`src/rtl/piso_pkg.sv`:
```
// Shared constants and helpers for the parallel-in/serial-out width converter.
package piso_pkg;

  localparam int unsigned DefaultInWidth  = 8;
  localparam int unsigned DefaultOutWidth = 2;

  function automatic int unsigned piso_beats(input int unsigned in_w, input int unsigned out_w);
    return in_w / out_w;
  endfunction

endpackage

```
`src/rtl/valid_ready_std_if.sv`:
```
// Standard valid/ready handshake bundle; the producer drives data/valid and the consumer drives ready.
interface valid_ready_std_if #(
  parameter int unsigned DATAWIDTH = 8
);

  logic [DATAWIDTH-1:0] data;
  logic                 valid;
  logic                 ready;

  modport in  (input data, input valid, output ready);
  modport out (output data, output valid, input ready);

endinterface

```
`src/rtl/piso_serializer.sv`:
```
// Splits each IN_WIDTH word into IN_WIDTH/OUT_WIDTH beats, MSB-first, and flags the final beat.
module piso_serializer
  import piso_pkg::*;
#(
  parameter int unsigned IN_WIDTH  = DefaultInWidth,
  parameter int unsigned OUT_WIDTH = DefaultOutWidth
) (
  input  logic                   clk,
  input  logic                   rst_n,
  valid_ready_std_if.in          din,
  valid_ready_std_if.out         dout,
  output logic                   last
);

  localparam int unsigned BEATS = piso_beats(IN_WIDTH, OUT_WIDTH);
  localparam int unsigned CntW  = (BEATS > 1) ? $clog2(BEATS) : 1;
  localparam logic [CntW-1:0] LastCnt = CntW'(BEATS - 1);

  logic                busy_q, busy_d;
  logic [IN_WIDTH-1:0] shift_q, shift_d;
  logic [CntW-1:0]     count_q, count_d;

  logic accept;
  logic beat_fire;

  assign last       = busy_q && (count_q == LastCnt);
  // The final beat frees the register on the same edge, so a new word loads without a bubble.
  assign din.ready  = !rst_n && (!busy_q || (last && dout.ready));
  assign dout.valid = busy_q;
  assign dout.data  = shift_q[IN_WIDTH-1 -: OUT_WIDTH];

  assign accept    = din.valid && din.ready;
  assign beat_fire = busy_q && dout.ready;

  always_comb begin
    busy_d  = busy_q;
    shift_d = shift_q;
    count_d = count_q;
    if (accept) begin
      busy_d  = 1'b1;
      shift_d = din.data;
      count_d = '0;
    end else if (beat_fire) begin
      if (count_q == LastCnt) begin
        busy_d = 1'b0;
      end else begin
        shift_d = shift_q << OUT_WIDTH;
        count_d = count_q + 1'b1;
      end
    end
  end

  always_ff @(posedge clk or posedge rst_n) begin
    if (rst_n) begin
      busy_q  <= 1'b0;
      shift_q <= '0;
      count_q <= '0;
    end else begin
      busy_q  <= busy_d;
      shift_q <= shift_d;
      count_q <= count_d;
    end
  end

endmodule

```
`src/flat_wrapper.sv`:
```
// flat-port wrapper written by rule: the top's interface ports become plain ports
module piso_serializer_flat import piso_pkg::*;
#(
  parameter int unsigned IN_WIDTH  = DefaultInWidth,
  parameter int unsigned OUT_WIDTH = DefaultOutWidth
)
  (clk, rst_n, last, din_data, din_valid, din_ready, dout_data, dout_valid, dout_ready);
  valid_ready_std_if #(.DATAWIDTH((8))) din_i ();
  valid_ready_std_if #(.DATAWIDTH((2))) dout_i ();
  input  logic clk;
  input  logic rst_n;
  output logic last;
  input wire logic [$bits(din_i.data)-1:0] din_data;
  input wire logic [$bits(din_i.valid)-1:0] din_valid;
  output wire logic [$bits(din_i.ready)-1:0] din_ready;
  output wire logic [$bits(dout_i.data)-1:0] dout_data;
  output wire logic [$bits(dout_i.valid)-1:0] dout_valid;
  input wire logic [$bits(dout_i.ready)-1:0] dout_ready;
  assign din_i.data = din_data;
  assign din_i.valid = din_valid;
  assign din_ready = din_i.ready;
  assign dout_data = dout_i.data;
  assign dout_valid = dout_i.valid;
  assign dout_i.ready = dout_ready;
  piso_serializer #(.IN_WIDTH(IN_WIDTH), .OUT_WIDTH(OUT_WIDTH)) u_core (.clk(clk), .rst_n(rst_n), .din(din_i), .dout(dout_i), .last(last));
endmodule
```
`config.mk`:
```
export PLATFORM = sky130hd
export DESIGN_NAME = piso_serializer_flat
export DESIGN_NICKNAME = d
export VERILOG_FILES = /design/src/rtl/piso_pkg.sv /design/src/rtl/valid_ready_std_if.sv /design/src/rtl/piso_serializer.sv /design/src/flat_wrapper.sv
export SDC_FILE = /design/constraint.sdc
export NUM_CORES = 1
export LEC_CHECK = 0
export ABC_AREA = 1
export CAP_MARGIN = 25
export CORE_MARGIN = 4
export CORE_UTILIZATION = 40
export CTS_CLUSTER_DIAMETER = 50
export CTS_CLUSTER_SIZE = 16
export DETAILED_ROUTE_END_ITERATION = 7
export PLACE_DENSITY_LB_ADDON = 0.12
export SYNTH_ARGS = -nofsm -noshare
export SYNTH_HDL_FRONTEND = slang
export SYNTH_SLANG_ARGS = --single-unit
export TNS_END_PERCENT = 100
```
`constraint.sdc`:
```
create_clock -name clk -period 1.6 [get_ports clk]
set_input_delay 0.32 -clock clk [delete_from_list [all_inputs] [get_ports clk]]
set_output_delay 0.32 -clock clk [all_outputs]
set_load 0.01 [all_outputs]
```
Word-level counts from Yosys, hierarchy flattened
Cells that the tools add are included.
{"block": "op_classes", "n_eq_ne": 2, "n_mux": 9, "reduce_logical": 12, "add_sub_neg": 1}
{"cell": "8-bit two-way mux", "count": 3}
{"cell": "2-bit two-way mux", "count": 3}
{"cell": "1-bit logical AND", "count": 5}
{"cell": "2-bit AND reduction", "count": 2}
{"cell": "2-bit nonzero test", "count": 2}
{"cell": "1-bit two-way mux", "count": 3}
{"cell": "2-bit by 1-bit adder with 2-bit output (second input constant)", "count": 1}
{"cell": "2-bit equality test (second input constant)", "count": 1}
{"cell": "1-bit zero test", "count": 2}
{"cell": "2-bit by 1-bit != test with 1-bit output (second input constant)", "count": 1}
{"cell": "1-bit logical OR", "count": 1}
{"block": "word_totals", "in_bits": 12, "reg_bits": 11}

Longest topological paths before layout
Gate-level depths: netlist of run 1.
{"block": "logic_depth", "depth_word": 8, "depth_mapped": 7}

Worst setup path before layout of run 1
OpenSTA, ideal clock, no wires.
{"block": "synth_timing", "path_kind": "flip-flop to output port", "start": "register u_core.count_q[0]", "end": "output din_ready", "setup_slack_ps": 303, "stages_incl_launch_ff": 4, "arrival_time_ps": 977, "path_cell_list": "dfrtp_1 -> ha_1 -> nand2_4 -> a21oi_1"}
{"block": "synth_via", "elab_chain_cells": 5}
{"element": "start: declaration", "line_no": "piso_serializer.sv:21", "source": "logic [CntW-1:0] count_q, count_d;"}
{"element": "start signal: assignment", "line_no": "piso_serializer.sv:61", "source": "count_q <= count_d;"}
{"element": "2-bit equality test", "line_no": "piso_serializer.sv:26", "source": "assign last = busy_q && (count_q == LastCnt);"}
{"element": "1-bit logical AND", "line_no": "piso_serializer.sv:26"}
{"element": "1-bit logical AND", "line_no": "piso_serializer.sv:28", "source": "assign din.ready = !rst_n && (!busy_q || (last && dout.ready));"}
{"element": "1-bit logical OR", "line_no": "piso_serializer.sv:28"}
{"element": "1-bit logical AND", "line_no": "piso_serializer.sv:28"}
{"element": "end: declaration", "line_no": "flat_wrapper.sv:15", "source": "output wire logic [$bits(din_i.ready)-1:0] din_ready;"}
Every way passes these cells.

Worst setup path after layout of run 1
{"block": "layout_timing", "start": "register u_core.count_q[0]", "end": "output last"}
{"block": "layout_via", "elab_chain_cells": 2}
{"element": "2-bit equality test", "line_no": "piso_serializer.sv:26"}
{"element": "1-bit logical AND", "line_no": "piso_serializer.sv:26"}
{"element": "end: declaration", "line_no": "flat_wrapper.sv:12", "source": "output logic last;"}
Every way passes these cells.

==> key figures, run 1 <==
Worst hold path
  • Min-delay src: u_core.shift_q[2]
  • Hold-critical path endpoint: u_core.shift_q[2]
  • Hold depth: 2
  • Worst hold path type: reg2reg

STA
  • Fin Hold WS: 0.516 ns
  • Final Max Slew Viols: 0
  • Fmax: between 0.6 and 0.7 GHz
  • Final Hold Viols: 0
  • Setup WS post-layout: 0.0753 ns
  • Slew @ Worst Pin: 0.253 ns
  • Min Tclk post-route: 1.52 ns
  • Final Setup Violations: 0
  • RSZ-0062 raised after global routing: no
  • Worst slew margin: 83.1%
  • Layout Skew: 0.000319 ns
  • Fin crit share: 95.3%

Synth
  • Number of synthesized flops with an enable pin: 0
  • Synth warn: 0
  • Cells after synthesis: 86
  • Yosys reg bits: 11
  • Synth Flop Type: dfrtp_1
  • Netlist cell types: 18
  • Largest cells by area after synthesis: dfrtp_1 37%, nand2_1 13%, nand3_2 12%
  • Mapped cell area: 736 um2
  • Post-synth net total: 99
  • Most common cell in the synthesized netlist: nand2_1
  • Share of async-settable or async-resettable flops after synthesis: 100%
  • Area leader, netlist: dfrtp_1
  • Average cell area after synthesis: 8.55 um2
  • Sequential-to-total area share from yosys stat: 37.4%
  • Top post-synthesis cells by count: 25 x nand2_1, 12 x nand4_1, 11 x dfrtp_1, 10 x inv_1, 9 x nand3_2
  • Yosys top cell area share: 37.4%

Routing
  • Drt initial violations: 9
  • Via count: about 670
  • Total Wirelength: 1500 um
  • Via density: about 4.7
  • Routed len/inst: approximately 11 um
  • Antenna Nets Post-Route: 0
  • DRC: 0
  • Drt first pass iters: 4

Clock network
  • CTS tree: done
  • Reg clk slew, reported paths: 0.07 ns
  • Clock sinks: 11
  • Bufs on Longest Clock Path: 2
  • Cts bufs inserted: 3
  • CTS H-tree lvls: 1
  • Root Buffer: clkbuf_4
  • Clock latency at the later pin of the worst-skew pair: roughly 0.27 ns

Power and ir drop
  • Maximum vdd ir drop: 652 uV
  • Total Power: 0.00153 W
  • Pwr/cell area: 1460 nW/um2
  • Leakage: 0.546 nW

Layout
  • Nets: between 100 and 150
  • FILL cells: 176
  • Finished Core Util: 60.6%
  • Layout cells sized above 1: about a third
  • P&R area growth vs syn: 42.2%
  • N_diodes: 0

Worst setup path
  • R2r worst-path depth: 7
  • Worst Path Required: roughly 1.3 ns
  • Origin of the critical flop-to-flop path: u_core.count_q[0]
  • CP Capture Type: output port
  • Startpoint types: register
  • Slowest-stage cell, CP: dfrtp_1
  • Worst R2R End: u_core.count_q[0]
  • Setup CP Type: reg2out
  • Crit Path Max Fanout: 2
  • CP delay by family, top: flip-flops
  • CP Buf/Inv Count: 3
  • CP arrival: 1.20 ns
  • Reg2reg setup slack: 0.23 ns
  • Slowest stage delay, CP: 0.41 ns
  • Crit path cell chain: ha_4, buf_4, nand2_2, inv_1, buf_2

Global route
  • Largest net degree at the start of global routing: 19
  • Number of global-route vias before repair: 560
  • GRT overflow: 0
  • Initial antenna violation count: 0
  • Total track usage: 12.9%
  • Global-route wire length before repair: 2480 um

Floorplanning
  • I/O pin count: 17
  • Full die area: 2590 um2
  • Die H: just over 50 um
  • Starting Density: 42.6%
  • Core area: 1730 um2
  • Num rows: 15
  • Die W: 50.9 um

Run
  • MaxCap Viol Count: 0

Placement
  • Dpl ws: -0.347 ns
  • Number of port buffers: 16
  • Post-DP HPWL: around 1100 um
  • Routability cong.: 0.747

Outcome
  • Outcome: complete, no violations
-- cells in the final DEF (no fill, tap or decap), drive strengths merged --
cell / netlist / routed
o21ai: 1 / 1
clkinv: 1 / 1
buf: 7 / 19
clkdlybuf4s50: 0 / 12
nand3b: 1 / 1
dfrtp: 11 / 11
a21oi: 1 / 1
dlygate4sd2: 0 / 2
clkbuf: 0 / 4
nand4: 12 / 12
nand3: 13 / 13
nand2: 27 / 27
ha: 1 / 1
inv: 11 / 11
-- metal layers --
| metal | share of wire (%) | GRT usage [%] | up-vias | wire, um |
|---|---|---|---|---|
| li1 | - | - | 347 | - |
| met1 | 44 | 15.9 | 308 | 655 |
| met2 | 50 | 20.4 | 12 | 750 |
| met3 | 5.5 | 5.25 | 2 | 83 |
| met4 | 0.93 | 4.04 | 0 | 14 |
| met5 | 0 | 0 | - | 0 |
-- tightest hold or removal path, cell delays in order (launching register included) --
cell,delay (ns)
dfrtp_1,0.35
nand3_1,0.07
nand2_1,0.06
-- through the flow --
step / setup TNS (ns) / cell area [um2] / cells
final: 0 / 1050 / 141
after global routing: 0 / 1050 / 141
after CTS: 0 / 1030 / 140
after detailed placement: -0.629 / 991 / 135
after global placement: -0.481 / 991 / 135
after floorplan: 0 / 736 / 86
-- area by class of cell --
cell class | count | area (um2) | area share (%)
clock buffers | 4 | 26.3 | 2.51
repair buffers | 33 | 288 | 27.5
well taps | 25 | 31.3 | 2.99
inverters | 12 | 46.3 | 4.43
flip-flops and latches | 11 | 275 | 26.3
multi-input cells | 56 | 379 | 36.2
-- repair_timing --
item	CTS	global route
hold buffers	0	0
endpoints found under the setup margin	3	2
gates resized for setup	12	3
buffers inserted	1	1
pin swaps	1	1
-- how the worst max path moves through the flow --
stage / startpoint / endpoint / slack [ns] / cells after the start
floorplan: u_core.count_q[0] / din_ready / 0.30 / 3
global placement: dout_ready / din_ready / -0.35 / 4
detailed placement: dout_ready / din_ready / -0.35 / 4
CTS: u_core.count_q[1] / din_ready / 0.009 / 4
global route: u_core.count_q[0] / last / 0.003 / 5
finish: u_core.count_q[0] / last / 0.08 / 5
-- flip-flops by register name, summed over array words and instances, names as in the netlist --
name,count
u_core.shift_q,8
u_core.dout.valid,1
u_core.count_q,2
-- logic make-up (layout without fill, tap and decap cells) --
family	count (synthesis)	in the layout	share of synthesized area, %
and+or+nand+nor	53	53	44.9
adders and majority gates	1	1	1.70
AOI/OAI and AO/OA	2	2	1.36
DFF	11	11	37.4
buffers and inverters	19	49	14.6
-- power breakdown --
group          internal (W)  switching (W)  leakage, nW
sequential         0.000399      0.0000931        0.138
combinational      0.000449       0.000402        0.393
clock             0.0000965      0.0000895       0.0150
(Power assumes the default switching activity.)
==> run 2, diff against run 1 <==
- SKIP_CTS_REPAIR_TIMING: default -> 1
==> key figures, run 2 (synthesis gave the netlist of run 1 again) <==
Routing
  • DRC: 0 (unchanged)
  • Drt first pass iters: 4 (unchanged)
  • Via density: 4.67 (was 4.74)
  • Total Wirelength: 1510 um (was 1500 um)
  • Antenna Nets Post-Route: 0 (unchanged)
  • Drt initial violations: 9 (unchanged)
  • Routed len/inst: 10.7 um (about the same)
  • Via count: 659 (was 669)

Worst setup path
  • Slowest stage delay, CP: 0.41 ns (about the same)
  • Slowest-stage cell, CP: dfrtp_1 (unchanged)
  • Worst Path Required: 1.28 ns (about the same)
  • Setup CP Type: reg2out (unchanged)
  • Crit path cell chain: ha_4, buf_4, nand2_1, inv_1, clkbuf_2 (was ha_4, buf_4, nand2_2, inv_1, buf_2)
  • Startpoint types: register (unchanged)
  • Reg2reg setup slack: 0.23 ns (about the same)
  • Crit Path Max Fanout: 2 (unchanged)
  • CP Capture Type: output port (unchanged)
  • CP arrival: 1.20 ns (about the same)

Clock network
  • Cts bufs inserted: 3 (unchanged)
  • Reg clk slew, reported paths: 0.07 ns (about the same)
  • CTS tree: done (unchanged)
  • CTS H-tree lvls: 1 (unchanged)
  • Clock sinks: 11 (unchanged)
  • Clock latency at the later pin of the worst-skew pair: 0.27 ns (about the same)
  • Bufs on Longest Clock Path: 2 (unchanged)
  • Root Buffer: clkbuf_4 (unchanged)

Power and ir drop
  • Clock group share of total power: 12.3% (was 12.2%)
  • Combinational fraction of design power: 55.4% (was 55.7%)
  • Internal: 0.000943 W (was 0.000944 W)
  • Sequential Power Share: 32.4% (was 32.2%)
  • Leakage: 0.548 nW (was 0.546 nW)
  • Total Power: 0.00152 W (was 0.00153 W)
  • Maximum vdd ir drop: 653 uV (was 652 uV)
  • Sw frac: 37.9% (was 38.2%)
  • Pwr/cell area: 1460 nW/um2 (about the same)
  • Sw Pwr: 0.000577 W (was 0.000585 W)

Global route
  • Number of global-route vias before repair: 545 (was 560)
  • Initial antenna violation count: 0 (unchanged)
  • GRT overflow: 0 (unchanged)
  • Total track usage: 12.5% (was 12.9%)
  • Global-route wire length before repair: 2400 um (was 2480 um)
  • Largest net degree at the start of global routing: 19 (unchanged)

Floorplanning
  • Die H: 50.9 um (unchanged)
  • Num rows: 15 (unchanged)
  • I/O pin count: 17 (unchanged)
  • Starting Density: 42.6% (unchanged)
  • Die W: 50.9 um (unchanged)
  • Core area: 1730 um2 (unchanged)
  • Full die area: 2590 um2 (unchanged)

STA
  • RSZ-0062 raised after global routing: no (unchanged)
  • Final Max Slew Viols: 0 (unchanged)
  • Fmax: 0.659 GHz (was 0.656 GHz)
  • Slew @ Worst Pin: 0.254 ns (was 0.253 ns)
  • Final Setup Violations: 0 (unchanged)
  • Worst slew margin: 83.1% (about the same)
  • Final Hold Viols: 0 (unchanged)
  • Layout Skew: 0.000852 ns (was 0.000319 ns)
  • Min Tclk post-route: 1.52 ns (about the same)
  • Fin crit share: 94.8% (was 95.3%)

Placement
  • Number of port buffers: 16 (unchanged)
  • Dpl cell area: 991 um2 (unchanged)
  • Routability cong.: 0.747 (unchanged)
  • Post-DP HPWL: 1130 um (unchanged)

Layout
  • N_diodes: 0 (unchanged)
  • Most frequent cells in the layout: 25 x nand2_1, 16 x buf_4, 13 x clkdlybuf4s50_1 (was 24 x nand2_1, 16 x buf_4, 12 x nand4_1, 12 x clkdlybuf4s50_1, 11 x dfrtp_1)
  • P&R area growth vs syn: 41.5% (was 42.2%)
  • Reg with most FFs: u_core.shift_q (unchanged)
  • Layout cells sized above 1: 32.8% (was 33.6%)
  • Nets: 130 (unchanged)
  • Max reg flops: 8 (unchanged)
  • FILL cells: 175 (was 176)
  • Post-route design area: 1040 um2 (was 1050 um2)
  • Commonest non-fill, non-tap cell in the layout: nand2_1 (unchanged)

Outcome
  • Outcome: complete, no violations (unchanged)

Worst hold path
  • Worst hold path type: reg2reg (unchanged)

Run
  • MaxCap Viol Count: 0 (unchanged)
## run 2: through the flow
| step | setup TNS (ns) | hold WS, ns | std cells | utilization, % | setup WS (ns) |
|---|---|---|---|---|---|
| detailed placement | -0.629 | 0.494 | 135 | 57.4 | -0.347 |
| floorplan | 0 | 0.126 | 86 | - | 0.303 |
| global placement | -0.481 | 0.493 | 135 | 57.4 | -0.348 |
| global route | 0 | 0.535 | 141 | 60.3 | 0.0176 |
| CTS | -0.850 | 0.513 | 139 | 58.9 | -0.392 |
| finish | 0 | 0.515 | 141 | 60.3 | 0.0832 |
## run 2: cell type report
cell class | count | area (um2) | area share (%)
Sequential cell | 11 | 275 | 26.4
Timing Repair Buffer | 33 | 293 | 28.1
Multi-Input combinational cell | 56 | 369 | 35.5
Tap cell | 25 | 31.3 | 3.00
Inverter | 12 | 46.3 | 4.45
Clock buffer | 4 | 26.3 | 2.52
## run 2: final timing paths
kind	startpoint	end	cells past startpoint
setup / recovery	u_core.count_q[1]	last	5
hold / removal	u_core.shift_q[7]	u_core.shift_q[7]	2
setup reg to reg	u_core.count_q[1]	u_core.count_q[0]	7
hold reg to reg	u_core.shift_q[7]	u_core.shift_q[7]	2
max in group asynchronous	rst_n	u_core.dout.valid	4
min in group asynchronous	rst_n	u_core.shift_q[1]	4
## run 2: critical path, delay by kind of cell (launching register included)
kind                       cells  cell delay (ns)
buffers and inverters          3             0.27
adders and majority gates      1             0.19
DFF                            1             0.41
and+or+nand+nor                1             0.05
## run 2: metal layers
layer  wire [um]  track usage, %  vias to the layer above
li1            -               -                      344
met1         672            15.4                      301
met2         743            19.8                       12
met3          83            5.25                        2
met4          14            4.04                        0
met5           0               0                        -
## run 2: power groups by stage
stage / registers [W] / clock network (W) / logic [W]
finish: 0.000492 / 0.000187 / 0.000841
global route: 0.000502 / 0.000212 / 0.000932
CTS: 0.000484 / 0.000195 / 0.000821
detailed placement: 0.000488 / 0 / 0.000816
global placement: 0.000483 / 0 / 0.000805
floorplan: 0.000473 / 0 / 0.000513
==> run 3, diff against run 2 <==
- clock period: 1.6 -> 1.8 ns (I/O delays scaled with it)
==> key figures, run 3 (synthesis gave the netlist of run 1 again) <==
Worst setup path
  • Startpoint types: register (unchanged)
  • CP arrival: 1.30 ns (was 1.20 ns)
  • Slowest-stage cell, CP: clkdlybuf4s50_1 (was dfrtp_1)
  • CP Buf/Inv Count: 2 (was 3)
  • Crit path cell chain: buf_4, clkdlybuf4s50_1 (was ha_4, buf_4, nand2_1, inv_1, clkbuf_2)
  • CP delay by family, top: buffers and inverters (was flip-flops)
  • CP Capture Type: output port (unchanged)
  • Slowest stage delay, CP: 0.53 ns (was 0.41 ns)
  • Worst Path Required: 1.44 ns (was 1.28 ns)
  • Setup CP Type: reg2out (unchanged)
  • Crit Path Max Fanout: 7 (was 2)

STA
  • Worst slew margin: 82.7% (was 83.1%)
  • Final Setup Violations: 0 (unchanged)
  • Min Tclk post-route: 1.66 ns
  • Final Max Slew Viols: 0 (unchanged)
  • Slew @ Worst Pin: 0.260 ns (was 0.254 ns)
  • RSZ-0062 raised after global routing: no (unchanged)
  • Fmax: approximately 0.6 GHz
  • Fin crit share: 92.4%
  • Final Hold Viols: 0 (unchanged)
  • Layout Skew: 0.00318 ns (was 0.000852 ns)

Routing
  • Routed len/inst: 10.6 um (was 10.7 um)
  • DRC: 0 (unchanged)
  • Drt initial violations: 0 (was 9)
  • Via count: 637 (was 659)
  • Drt first pass iters: 1 (was 4)
  • Antenna Nets Post-Route: 0 (unchanged)
  • Via density: 4.65 (was 4.67)
  • Total Wirelength: 1450 um (was 1510 um)

Clock network
  • CTS tree: done (unchanged)
  • Root Buffer: clkbuf_4 (unchanged)
  • Reg clk slew, reported paths: 0.07 ns (about the same)
  • Bufs on Longest Clock Path: 2 (unchanged)
  • CTS H-tree lvls: 1 (unchanged)
  • Clock sinks: 11 (unchanged)
  • Clock latency at the later pin of the worst-skew pair: 0.27 ns (about the same)
  • Cts bufs inserted: 3 (unchanged)

Power and ir drop
  • Sequential Power Share: 33.8% (was 32.4%)
  • Clock group share of total power: 13.0% (was 12.3%)
  • Sw frac: 38.4% (was 37.9%)
  • Total Power: 0.00128 W (was 0.00152 W)
  • Maximum vdd ir drop: 534 uV (was 653 uV)
  • Leakage: 0.548 nW (about the same)
  • Internal: 0.000787 W (was 0.000943 W)
  • Sw Pwr: 0.000490 W (was 0.000577 W)
  • Pwr/cell area: 1270 nW/um2 (was 1460 nW/um2)
  • Combinational fraction of design power: 53.1% (was 55.4%)

Layout
  • N_diodes: 0 (unchanged)
  • Commonest non-fill, non-tap cell in the layout: nand2_1 (unchanged)
  • Max reg flops: 8 (unchanged)
  • Finished Core Util: 58.4% (was 60.3%)
  • Multi-input combinational cell area: 365 um2 (was 369 um2)
  • Most frequent cells in the layout: 25 x nand2_1, 14 x clkdlybuf4s50_1, 13 x buf_4 (was 25 x nand2_1, 16 x buf_4, 13 x clkdlybuf4s50_1)
  • Reg with most FFs: u_core.shift_q (unchanged)
  • FILL cells: 165 (was 175)
  • Layout cells sized above 1: 28.6% (was 32.8%)
  • Nets: 126 (was 130)
  • Register area: 277 um2 (was 275 um2)
  • P&R area growth vs syn: 37.1% (was 41.5%)

Global route
  • Global-route wire length before repair: 2480 um (was 2400 um)
  • Total track usage: 12.8% (was 12.5%)
  • Largest net degree at the start of global routing: 19 (unchanged)
  • Initial antenna violation count: 0 (unchanged)
  • GRT overflow: 0 (unchanged)
  • Number of global-route vias before repair: 580 (was 545)

Placement
  • Post-DP HPWL: 1090 um (was 1130 um)
  • Number of port buffers: 16 (unchanged)
  • Routability cong.: 0.731 (was 0.747)

Floorplanning
  • Core area: 1730 um2 (unchanged)
  • Full die area: 2590 um2 (unchanged)
  • Die H: 50.9 um (unchanged)
  • I/O pin count: 17 (unchanged)
  • Starting Density: 42.6% (unchanged)
  • Die W: 50.9 um (unchanged)
  • Num rows: 15 (unchanged)

Outcome
  • Outcome: complete, no violations (unchanged)

Run
  • MaxCap Viol Count: 0 (unchanged)

Worst hold path
  • Worst hold path type: reg2reg (unchanged)
[run 3: cell type report]
type / instances / share of cell area [%]
sequential: 11 / 27.4
tap: 25 / 3.10
multi-input combinational: 56 / 36.2
inverter: 12 / 4.59
timing repair buffer: 29 / 26.1
clock buffer: 4 / 2.61
[run 3: worst paths after layout]
check | from | end | slack, ns | cells after the start
max reg2reg | u_core.count_q[0] | u_core.shift_q[3] | 0.34 | 7
min | u_core.shift_q[7] | u_core.shift_q[7] | 0.51 | 2
max | u_core.dout.valid | dout_valid | 0.14 | 2
min in group asynchronous | rst_n | u_core.shift_q[0] | 0.56 | 4
max in group asynchronous | rst_n | u_core.dout.valid | 1.05 | 4
min reg2reg | u_core.shift_q[7] | u_core.shift_q[7] | 0.51 | 2
[run 3: tightest hold or removal path, stage by stage, from the launching register on]
cell and delay (ns):
dfrtp_1 0.36, nand3_2 0.07, nand2_1 0.05
[run 3: metal layers]
layer / share of wire [%] / GRT usage [%] / vias up
met5: 0 / 0 / -
li1: - / - / 335
met4: 0.90 / 2.69 / 0
met2: 47 / 20.9 / 10
met3: 5.2 / 5.25 / 3
met1: 46 / 15.8 / 289
[run 3: per-stage QoR]
stage | setup TNS [ns] | setup WS, ns | cell area (um2) | hold WS [ns] | std cells
3_3_place_gp | -0.225 | -0.225 | 948 | 0.490 | 131
4_1_cts | -0.570 | -0.241 | 975 | 0.515 | 135
3_5_place_dp | -0.233 | -0.233 | 948 | 0.497 | 131
2_1_floorplan | 0 | 0.463 | 736 | 0.166 | 86
5_1_grt | 0 | 0.0776 | 1010 | 0.539 | 137
6_report | 0 | 0.136 | 1010 | 0.511 | 137
[run 3: power groups by stage]
stage / clock (W) / sequential (W) / combinational (W)
after floorplan: 0 / 0.000420 / 0.000456
after global placement: 0 / 0.000446 / 0.000620
after detailed placement: 0 / 0.000450 / 0.000631
after CTS: 0.000176 / 0.000445 / 0.000635
after global routing: 0.000188 / 0.000444 / 0.000763
final: 0.000166 / 0.000432 / 0.000679
